### src/rtl/unified_mem_arbiter.sv
// Arbitrates one single-port memory between the fetch port and the data port, with a timeout abort.
// Define ARB_ROUND_ROBIN_EN to alternate the collision winner instead of always favouring data.
module unified_mem_arbiter #(
  parameter int ADDR_W      = 32,
  parameter int DATA_W      = 32,
  parameter int TIMEOUT_CYC = 255
) (
  input  logic              clk,
  input  logic              reset,
  input  logic              if_req,
  input  logic [ADDR_W-1:0] if_addr,
  output logic [DATA_W-1:0] if_rdata,
  output logic              if_valid,
  output logic              if_stall,
  input  logic              d_req,
  input  logic              d_we,
  input  logic [ADDR_W-1:0] d_addr,
  input  logic [DATA_W-1:0] d_wdata,
  output logic [DATA_W-1:0] d_rdata,
  output logic              d_valid,
  output logic              d_stall,
  output logic              mem_req,
  output logic              mem_we,
  output logic [ADDR_W-1:0] mem_addr,
  output logic [DATA_W-1:0] mem_wdata,
  input  logic [DATA_W-1:0] mem_rdata,
  input  logic              mem_ready,
  output logic              bus_err
);
  localparam int CNT_W = $clog2(TIMEOUT_CYC + 1);

  typedef enum logic [1:0] {IDLE = 2'd0, BUSY_IF = 2'd1, BUSY_D = 2'd2} state_t;

  state_t            state_q, state_d;
  logic [CNT_W-1:0]  cnt_q, cnt_d;
  logic              mem_req_q, mem_req_d;
  logic              mem_we_q, mem_we_d;
  logic [ADDR_W-1:0] mem_addr_q, mem_addr_d;
  logic [DATA_W-1:0] mem_wdata_q, mem_wdata_d;
  logic [DATA_W-1:0] if_rdata_q, if_rdata_d;
  logic [DATA_W-1:0] d_rdata_q, d_rdata_d;
  logic              if_valid_q, if_valid_d;
  logic              d_valid_q, d_valid_d;
  logic              bus_err_q, bus_err_d;
  logic              eff_if, eff_d, pick_d;

  // The port that just completed is masked for one cycle so a held request is not re-served.
  assign eff_if = if_req & ~if_valid_q;
  assign eff_d  = d_req & ~d_valid_q;

`ifdef ARB_ROUND_ROBIN_EN
  logic rr_ptr_q, rr_ptr_d;  // 1: data wins the next collision
  assign pick_d = eff_d & (~eff_if | rr_ptr_q);
`else
  assign pick_d = eff_d;
`endif

  always_comb begin
    state_d     = state_q;
    cnt_d       = cnt_q;
    mem_req_d   = mem_req_q;
    mem_we_d    = mem_we_q;
    mem_addr_d  = mem_addr_q;
    mem_wdata_d = mem_wdata_q;
    if_rdata_d  = if_rdata_q;
    d_rdata_d   = d_rdata_q;
    if_valid_d  = 1'b0;
    d_valid_d   = 1'b0;
    bus_err_d   = 1'b0;
`ifdef ARB_ROUND_ROBIN_EN
    rr_ptr_d    = rr_ptr_q;
`endif
    case (state_q)
      IDLE: begin
        if (eff_if | eff_d) begin
          mem_req_d = 1'b1;
          cnt_d     = '0;
          if (pick_d) begin
            mem_we_d    = d_we;
            mem_addr_d  = d_addr;
            mem_wdata_d = d_wdata;
            state_d     = BUSY_D;
`ifdef ARB_ROUND_ROBIN_EN
            rr_ptr_d    = 1'b0;
`endif
          end else begin
            mem_we_d    = 1'b0;
            mem_addr_d  = if_addr;
            state_d     = BUSY_IF;
`ifdef ARB_ROUND_ROBIN_EN
            rr_ptr_d    = 1'b1;
`endif
          end
        end
      end
      BUSY_IF, BUSY_D: begin
        if (mem_ready) begin
          mem_req_d = 1'b0;
          state_d   = IDLE;
          if (state_q == BUSY_IF) begin
            if_valid_d = 1'b1;
            if_rdata_d = mem_rdata;
          end else begin
            d_valid_d = 1'b1;
            if (!mem_we_q) d_rdata_d = mem_rdata;
          end
        end else if (cnt_q == CNT_W'(TIMEOUT_CYC)) begin
          mem_req_d = 1'b0;
          bus_err_d = 1'b1;
          state_d   = IDLE;
          if (state_q == BUSY_IF) begin
            if_valid_d = 1'b1;
            if_rdata_d = '0;
          end else begin
            d_valid_d = 1'b1;
            d_rdata_d = '0;
          end
        end else begin
          cnt_d = cnt_q + CNT_W'(1);
        end
      end
      default: state_d = IDLE;
    endcase
  end

  always_ff @(posedge clk or negedge reset) begin
    if (!reset) begin
      state_q     <= IDLE;
      cnt_q       <= '0;
      mem_req_q   <= 1'b0;
      mem_we_q    <= 1'b0;
      mem_addr_q  <= '0;
      mem_wdata_q <= '0;
      if_rdata_q  <= '0;
      d_rdata_q   <= '0;
      if_valid_q  <= 1'b0;
      d_valid_q   <= 1'b0;
      bus_err_q   <= 1'b0;
`ifdef ARB_ROUND_ROBIN_EN
      rr_ptr_q    <= 1'b1;
`endif
    end else begin
      state_q     <= state_d;
      cnt_q       <= cnt_d;
      mem_req_q   <= mem_req_d;
      mem_we_q    <= mem_we_d;
      mem_addr_q  <= mem_addr_d;
      mem_wdata_q <= mem_wdata_d;
      if_rdata_q  <= if_rdata_d;
      d_rdata_q   <= d_rdata_d;
      if_valid_q  <= if_valid_d;
      d_valid_q   <= d_valid_d;
      bus_err_q   <= bus_err_d;
`ifdef ARB_ROUND_ROBIN_EN
      rr_ptr_q    <= rr_ptr_d;
`endif
    end
  end

  assign if_rdata  = if_rdata_q;
  assign if_valid  = if_valid_q;
  assign if_stall  = if_req & ~if_valid_q;
  assign d_rdata   = d_rdata_q;
  assign d_valid   = d_valid_q;
  assign d_stall   = d_req & ~d_valid_q;
  assign mem_req   = mem_req_q;
  assign mem_we    = mem_we_q;
  assign mem_addr  = mem_addr_q;
  assign mem_wdata = mem_wdata_q;
  assign bus_err   = bus_err_q;
endmodule

### config.mk
export PLATFORM = sky130hd
export DESIGN_NAME = unified_mem_arbiter
export DESIGN_NICKNAME = d
export VERILOG_FILES = /design/src/rtl/unified_mem_arbiter.sv
export SDC_FILE = /design/constraint.sdc
export NUM_CORES = 1
export LEC_CHECK = 0
export BUFFER_PORTS_ARGS = -buffer_cell sky130_fd_sc_hd__buf_2
export CAP_MARGIN = 20
export CORE_ASPECT_RATIO = 0.8
export CORE_MARGIN = 1.5
export CORE_UTILIZATION = 52
export DETAILED_ROUTE_END_ITERATION = 12
export PLACE_DENSITY = 0.86
export REMOVE_ABC_BUFFERS = 1
export SLEW_MARGIN = 10
export SYNTH_ARGS = -nofsm -noshare
export SYNTH_HDL_FRONTEND = slang
export SYNTH_SLANG_ARGS = --single-unit
export TNS_END_PERCENT = 5
### constraint.sdc
create_clock -name clk -period 5.5 [get_ports clk]
set_input_delay 0 -clock clk [delete_from_list [all_inputs] [get_ports clk]]
set_output_delay 0 -clock clk [all_outputs]
set_load 0.02 [all_outputs]
==> flow_summary.html <==
<table>
<tr><th>Metric</th><th>Value</th></tr>
<tr><th colspan="2">Outcome</th></tr>
<tr><td>Status</td><td>complete, no violations</td></tr>
<tr><th colspan="2">Setup path</th></tr>
<tr><td>Cell with the largest stage delay on the worst path</td><td>sky130_fd_sc_hd__dlygate4sd3_1</td></tr>
<tr><td>Worst path max stage delay</td><td>0.57 ns</td></tr>
<tr><td>Capture instance of the worst register-to-register path</td><td>mem_addr[18]</td></tr>
<tr><td>Worst-case register-to-register setup slack</td><td>2.74 ns</td></tr>
<tr><td>Critical path arrival</td><td>3.10 ns</td></tr>
<tr><td>Most frequent CP cell</td><td>sky130_fd_sc_hd__inv_1</td></tr>
<tr><td>Ordered cell list for the critical path</td><td>inv_1, ha_1, inv_1, a21oi_4, buf_4, nor2_1, a31oi_1, dlygate4sd3_1</td></tr>
<tr><td>CP Class</td><td>flip-flop to flip-flop</td></tr>
<tr><td>Number of cells on the worst reg-to-reg path</td><td>8</td></tr>
<tr><td>Startpoint of the most critical register-to-register path</td><td>state_q[1]</td></tr>
<tr><td>Kind of start point of the critical path</td><td>flip-flop</td></tr>
<tr><td>Sort of element at the end of the critical path</td><td>flip-flop</td></tr>
<tr><td>Largest fanout on the critical path</td><td>55</td></tr>
<tr><td>Data required time at the worst endpoint</td><td>5.84 ns</td></tr>
<tr><th colspan="2">Placed design</th></tr>
<tr><td>Placed insts</td><td>900</td></tr>
<tr><td># port buffers</td><td>268</td></tr>
<tr><td>Placed wire-length estimate after detailed placement</td><td>11200 um</td></tr>
<tr><td>Gp weighted congestion</td><td>0.891</td></tr>
<tr><th colspan="2">Global routing</th></tr>
<tr><td>Overall overflow remaining after global route</td><td>0</td></tr>
<tr><td>Via count of the first global-routing pass</td><td>5994</td></tr>
<tr><td>Maximum number of pins on one net before global-route repair</td><td>86</td></tr>
<tr><td>Number of antenna violations at the first check in global routing</td><td>0</td></tr>
<tr><td>Overall Global Routing Usage</td><td>0.310</td></tr>
<tr><td>Wire length of the first global-routing pass</td><td>30500 um</td></tr>
<tr><th colspan="2">Drt</th></tr>
<tr><td>First-pass DRT Iterations</td><td>5</td></tr>
<tr><td>DRC marker count from the first detailed-route iteration</td><td>388</td></tr>
<tr><td>Antenna violation net count after detailed routing</td><td>0</td></tr>
<tr><td>Aggregate routed wire length</td><td>19900 um</td></tr>
<tr><td>Count of unresolved DRC violations after routing</td><td>0</td></tr>
<tr><td>Routed WL per cell</td><td>18.7 um</td></tr>
<tr><td>Via density per instance</td><td>5.34</td></tr>
<tr><td>Vias post-DR</td><td>5676</td></tr>
<tr><th colspan="2">Power</th></tr>
<tr><td>Power density normalized to cell area</td><td>590 mW/mm^2</td></tr>
<tr><td>Leakage dissipation</td><td>4.95 nW</td></tr>
<tr><td>Worst IR Drop VDD</td><td>0.000402 V</td></tr>
<tr><th colspan="2">STA</th></tr>
<tr><td>Fin crit share</td><td>0.502</td></tr>
<tr><td>Final count of hold timing violations</td><td>0</td></tr>
<tr><td>Period minus WS final</td><td>2.76 ns</td></tr>
<tr><td>Highest achievable clock rate</td><td>362 MHz</td></tr>
<tr><td>Worst Clk Skew</td><td>0.00942 ns</td></tr>
<tr><td>Worst Max-Slew Pin Slew</td><td>0.684 ns</td></tr>
<tr><td>Final Slew Violations</td><td>0</td></tr>
<tr><td>Relative slew slack</td><td>0.544</td></tr>
<tr><td>Unrepaired setup endpoints after global routing</td><td>no</td></tr>
<tr><td>Total Neg Setup Slack</td><td>0 ns</td></tr>
<tr><td>Final-report setup violation count</td><td>0</td></tr>
<tr><th colspan="2">Hold path</th></tr>
<tr><td>Type of the tightest min-delay check</td><td>input port to flip-flop</td></tr>
<tr><td>Hold EP</td><td>d_rdata[16]</td></tr>
<tr><td>Cell depth of the worst hold path</td><td>3</td></tr>
<tr><td>Critical hold path startpoint</td><td>mem_rdata[16]</td></tr>
<tr><th colspan="2">Yosys</th></tr>
<tr><td>Biggest area contributors in the synthesized netlist</td><td>sky130_fd_sc_hd__dfrtp_1, sky130_fd_sc_hd__mux2_4, sky130_fd_sc_hd__mux2_2</td></tr>
<tr><td>Synthesized area per cell</td><td>12.5 um^2</td></tr>
<tr><td>Share of the synthesized area in the top cell type</td><td>0.565</td></tr>
<tr><td>Synth Flop Type</td><td>sky130_fd_sc_hd__dfrtp_1</td></tr>
<tr><td>Proportion of synthesized flip-flops having asynchronous set or reset</td><td>1.00</td></tr>
<tr><td>Netlist cell types</td><td>42</td></tr>
<tr><td>Number of synthesized register bits</td><td>143</td></tr>
<tr><td>Cells after synthesis</td><td>508</td></tr>
<tr><td>Synth Cell Area</td><td>0.00633 mm^2</td></tr>
<tr><td>Number of enable-type register cells in the synthesized netlist</td><td>0</td></tr>
<tr><td>Share of synthesized area occupied by flip-flops and latches</td><td>0.565</td></tr>
<tr><td>Post-synthesis cell type with the largest combined area</td><td>sky130_fd_sc_hd__dfrtp_1</td></tr>
<tr><td>Synthesis warning total</td><td>0</td></tr>
<tr><th colspan="2">Final layout</th></tr>
<tr><td>Layout-stage area growth over the synthesis result</td><td>52.3%</td></tr>
<tr><td>Antenna diode count</td><td>0</td></tr>
<tr><td>Highest-count cells in the layout ignoring fill and taps</td><td>sky130_fd_sc_hd__buf_2, sky130_fd_sc_hd__dfrtp_1, sky130_fd_sc_hd__dlygate4sd3_1, sky130_fd_sc_hd__nand2_1, sky130_fd_sc_hd__mux2_4</td></tr>
<tr><td>Combined flip-flop and latch cell area</td><td>0.00358 mm^2</td></tr>
<tr><td>Share of final-layout standard cells stronger than drive strength 1</td><td>0.449</td></tr>
<tr><td>Post-layout net count</td><td>1039</td></tr>
<tr><td>Commonest non-fill, non-tap cell in the layout</td><td>sky130_fd_sc_hd__buf_2</td></tr>
<tr><td>Multi-input combinational cell area</td><td>0.00256 mm^2</td></tr>
<tr><td>Filler Cell Count</td><td>564</td></tr>
<tr><td>Non-filler cells in the finished layout</td><td>1063</td></tr>
<tr><th colspan="2">Clock tree</th></tr>
<tr><td>Post CTS Setup Buffer Count</td><td>0</td></tr>
<tr><td>TritonCTS clock tree</td><td>built</td></tr>
<tr><td>Clock slew at the register clock pins of the worst setup and hold paths</td><td>0.06 ns</td></tr>
<tr><td>H-Tree Depth</td><td>4</td></tr>
<tr><td>Clock tree buffer depth</td><td>2</td></tr>
<tr><td>Clock latency of the later-clocked register in the worst-skew pair</td><td>0.41 ns</td></tr>
<tr><td>Number of buffers created by CTS</td><td>17</td></tr>
<tr><td>Root buffer cell</td><td>sky130_fd_sc_hd__clkbuf_16</td></tr>
<tr><td>Number of clock sinks</td><td>143</td></tr>
<tr><th colspan="2">Floorplan</th></tr>
<tr><td>Std-Cell Core Area</td><td>0.0117 mm^2</td></tr>
<tr><td>Overall die height</td><td>102 um</td></tr>
<tr><td>Number of cell rows</td><td>35</td></tr>
<tr><td>IO Count</td><td>269</td></tr>
<tr><td>Horizontal die dimension</td><td>126 um</td></tr>
<tr><td>Die outline area</td><td>0.0129 mm^2</td></tr>
<tr><td>Initial core utilization</td><td>0.542</td></tr>
<tr><th colspan="2">Flow run</th></tr>
<tr><td>Max_cap viols</td><td>0</td></tr>
</table>
[routing by layer]
| layer | track usage | up-vias | share of wire |
|---|---|---|---|
| met2 | 0.559 | 304 | 0.53 |
| met4 | 0.164 | 0 | 0.042 |
| met5 | 0 | - | 0 |
| li1 | - | 2542 | - |
| met1 | 0.345 | 2750 | 0.37 |
| met3 | 0.0750 | 80 | 0.060 |
[cells in the mapped netlist, types with 2 or more instances]
cell                       instances
sky130_fd_sc_hd__dfrtp_1         143
sky130_fd_sc_hd__nand2_1          74
sky130_fd_sc_hd__mux2_4           59
sky130_fd_sc_hd__mux2_2           37
sky130_fd_sc_hd__a31oi_1          34
sky130_fd_sc_hd__nor2_1           33
sky130_fd_sc_hd__and2_1           32
sky130_fd_sc_hd__clkbuf_1         12
sky130_fd_sc_hd__inv_1            12
sky130_fd_sc_hd__buf_2             9
sky130_fd_sc_hd__buf_6             6
sky130_fd_sc_hd__a21oi_1           5
sky130_fd_sc_hd__nand2b_1          5
sky130_fd_sc_hd__nand3_1           4
sky130_fd_sc_hd__o21ai_0           4
sky130_fd_sc_hd__a221oi_1          3
sky130_fd_sc_hd__ha_1              3
sky130_fd_sc_hd__o211ai_1          3
sky130_fd_sc_hd__o22ai_1           3
sky130_fd_sc_hd__mux2i_1           2
sky130_fd_sc_hd__nand4_2           2
sky130_fd_sc_hd__nor2b_1           2
sky130_fd_sc_hd__nor3_1            2
[report_power, final]
| part | leakage, nW | internal, W | total (W) | switching, W |
|---|---|---|---|---|
| Clock | 0.265 | 0.000605 | 0.00109 | 0.000481 |
| Sequential | 1.77 | 0.00154 | 0.00185 | 0.000312 |
| Combinational | 2.92 | 0.00126 | 0.00276 | 0.00150 |
[critical path: cells and delay by family, from the launching register on]
kind / cells / cell delay, ns
and+or+nand+nor: 1 / 0.13
DFF: 1 / 0.38
buffers and inverters: 4 / 1.33
adders and majority gates: 1 / 0.32
AOI/OAI and AO/OA: 2 / 0.49
[cells by family (layout without fill, tap and decap cells)]
kind of cell    count (synthesis)  after routing  share of synthesized area
mux                            98             98                      0.209
fa+ha+maj                       3              3                    0.00593
flops                         143            143                      0.565
compound gates                 62             62                     0.0662
simple gates                  161            161                      0.121
buf+inv                        41            448                     0.0332
[flip-flops by register name, summed over array words and instances, names as in the netlist]
register / flops
mem_wdata: 32
mem_we: 1
if_rdata: 32
bus_err: 1
d_valid: 1
cnt_q: 8
d_rdata: 32
mem_addr: 32
if_valid: 1
mem_req: 1
state_q: 2
[what timing repair did]
action,4_1_cts,5_1_grt
hold endpoints to repair,184,0
hold buffers,129,0
gates resized for setup,0,0
[layout make-up]
| class | count | area share |
|---|---|---|
| multi-input combinational | 324 | 0.265 |
| inverter | 13 | 0.00506 |
| tap | 148 | 0.0192 |
| clock inverter | 14 | 0.0127 |
| sequential | 143 | 0.371 |
| timing repair buffer | 403 | 0.282 |
| clock buffer | 18 | 0.0455 |
[how the worst max path moves through the flow]
stage / startpoint / to / slack (ns)
detailed placement: state_q[1] / if_rdata[30] / 2.60
CTS: state_q[0] / if_rdata[10] / 2.59
global route: state_q[1] / mem_addr[18] / 2.53
floorplan: d_valid / cnt_q[5] / 1.29
global placement: state_q[0] / if_rdata[12] / 2.76
finish: state_q[1] / mem_addr[18] / 2.74
[metrics by stage]
step	power [W]	instance area (um^2)	hold slack [ns]	util	setup WS (ns)
3_3_place_gp	0.00413	7750	-0.0119	0.662	2.76
6_report	0.00570	9650	0.00650	0.825	2.74
5_1_grt	0.00597	9650	0.00117	0.825	2.53
3_5_place_dp	0.00421	7750	-0.00554	0.662	2.60
2_1_floorplan	0.00340	6170	-0.296	-	1.29
4_1_cts	0.00560	9600	0.00231	0.821	2.59
No activity file was read; power rests on OpenSTA's default activity.
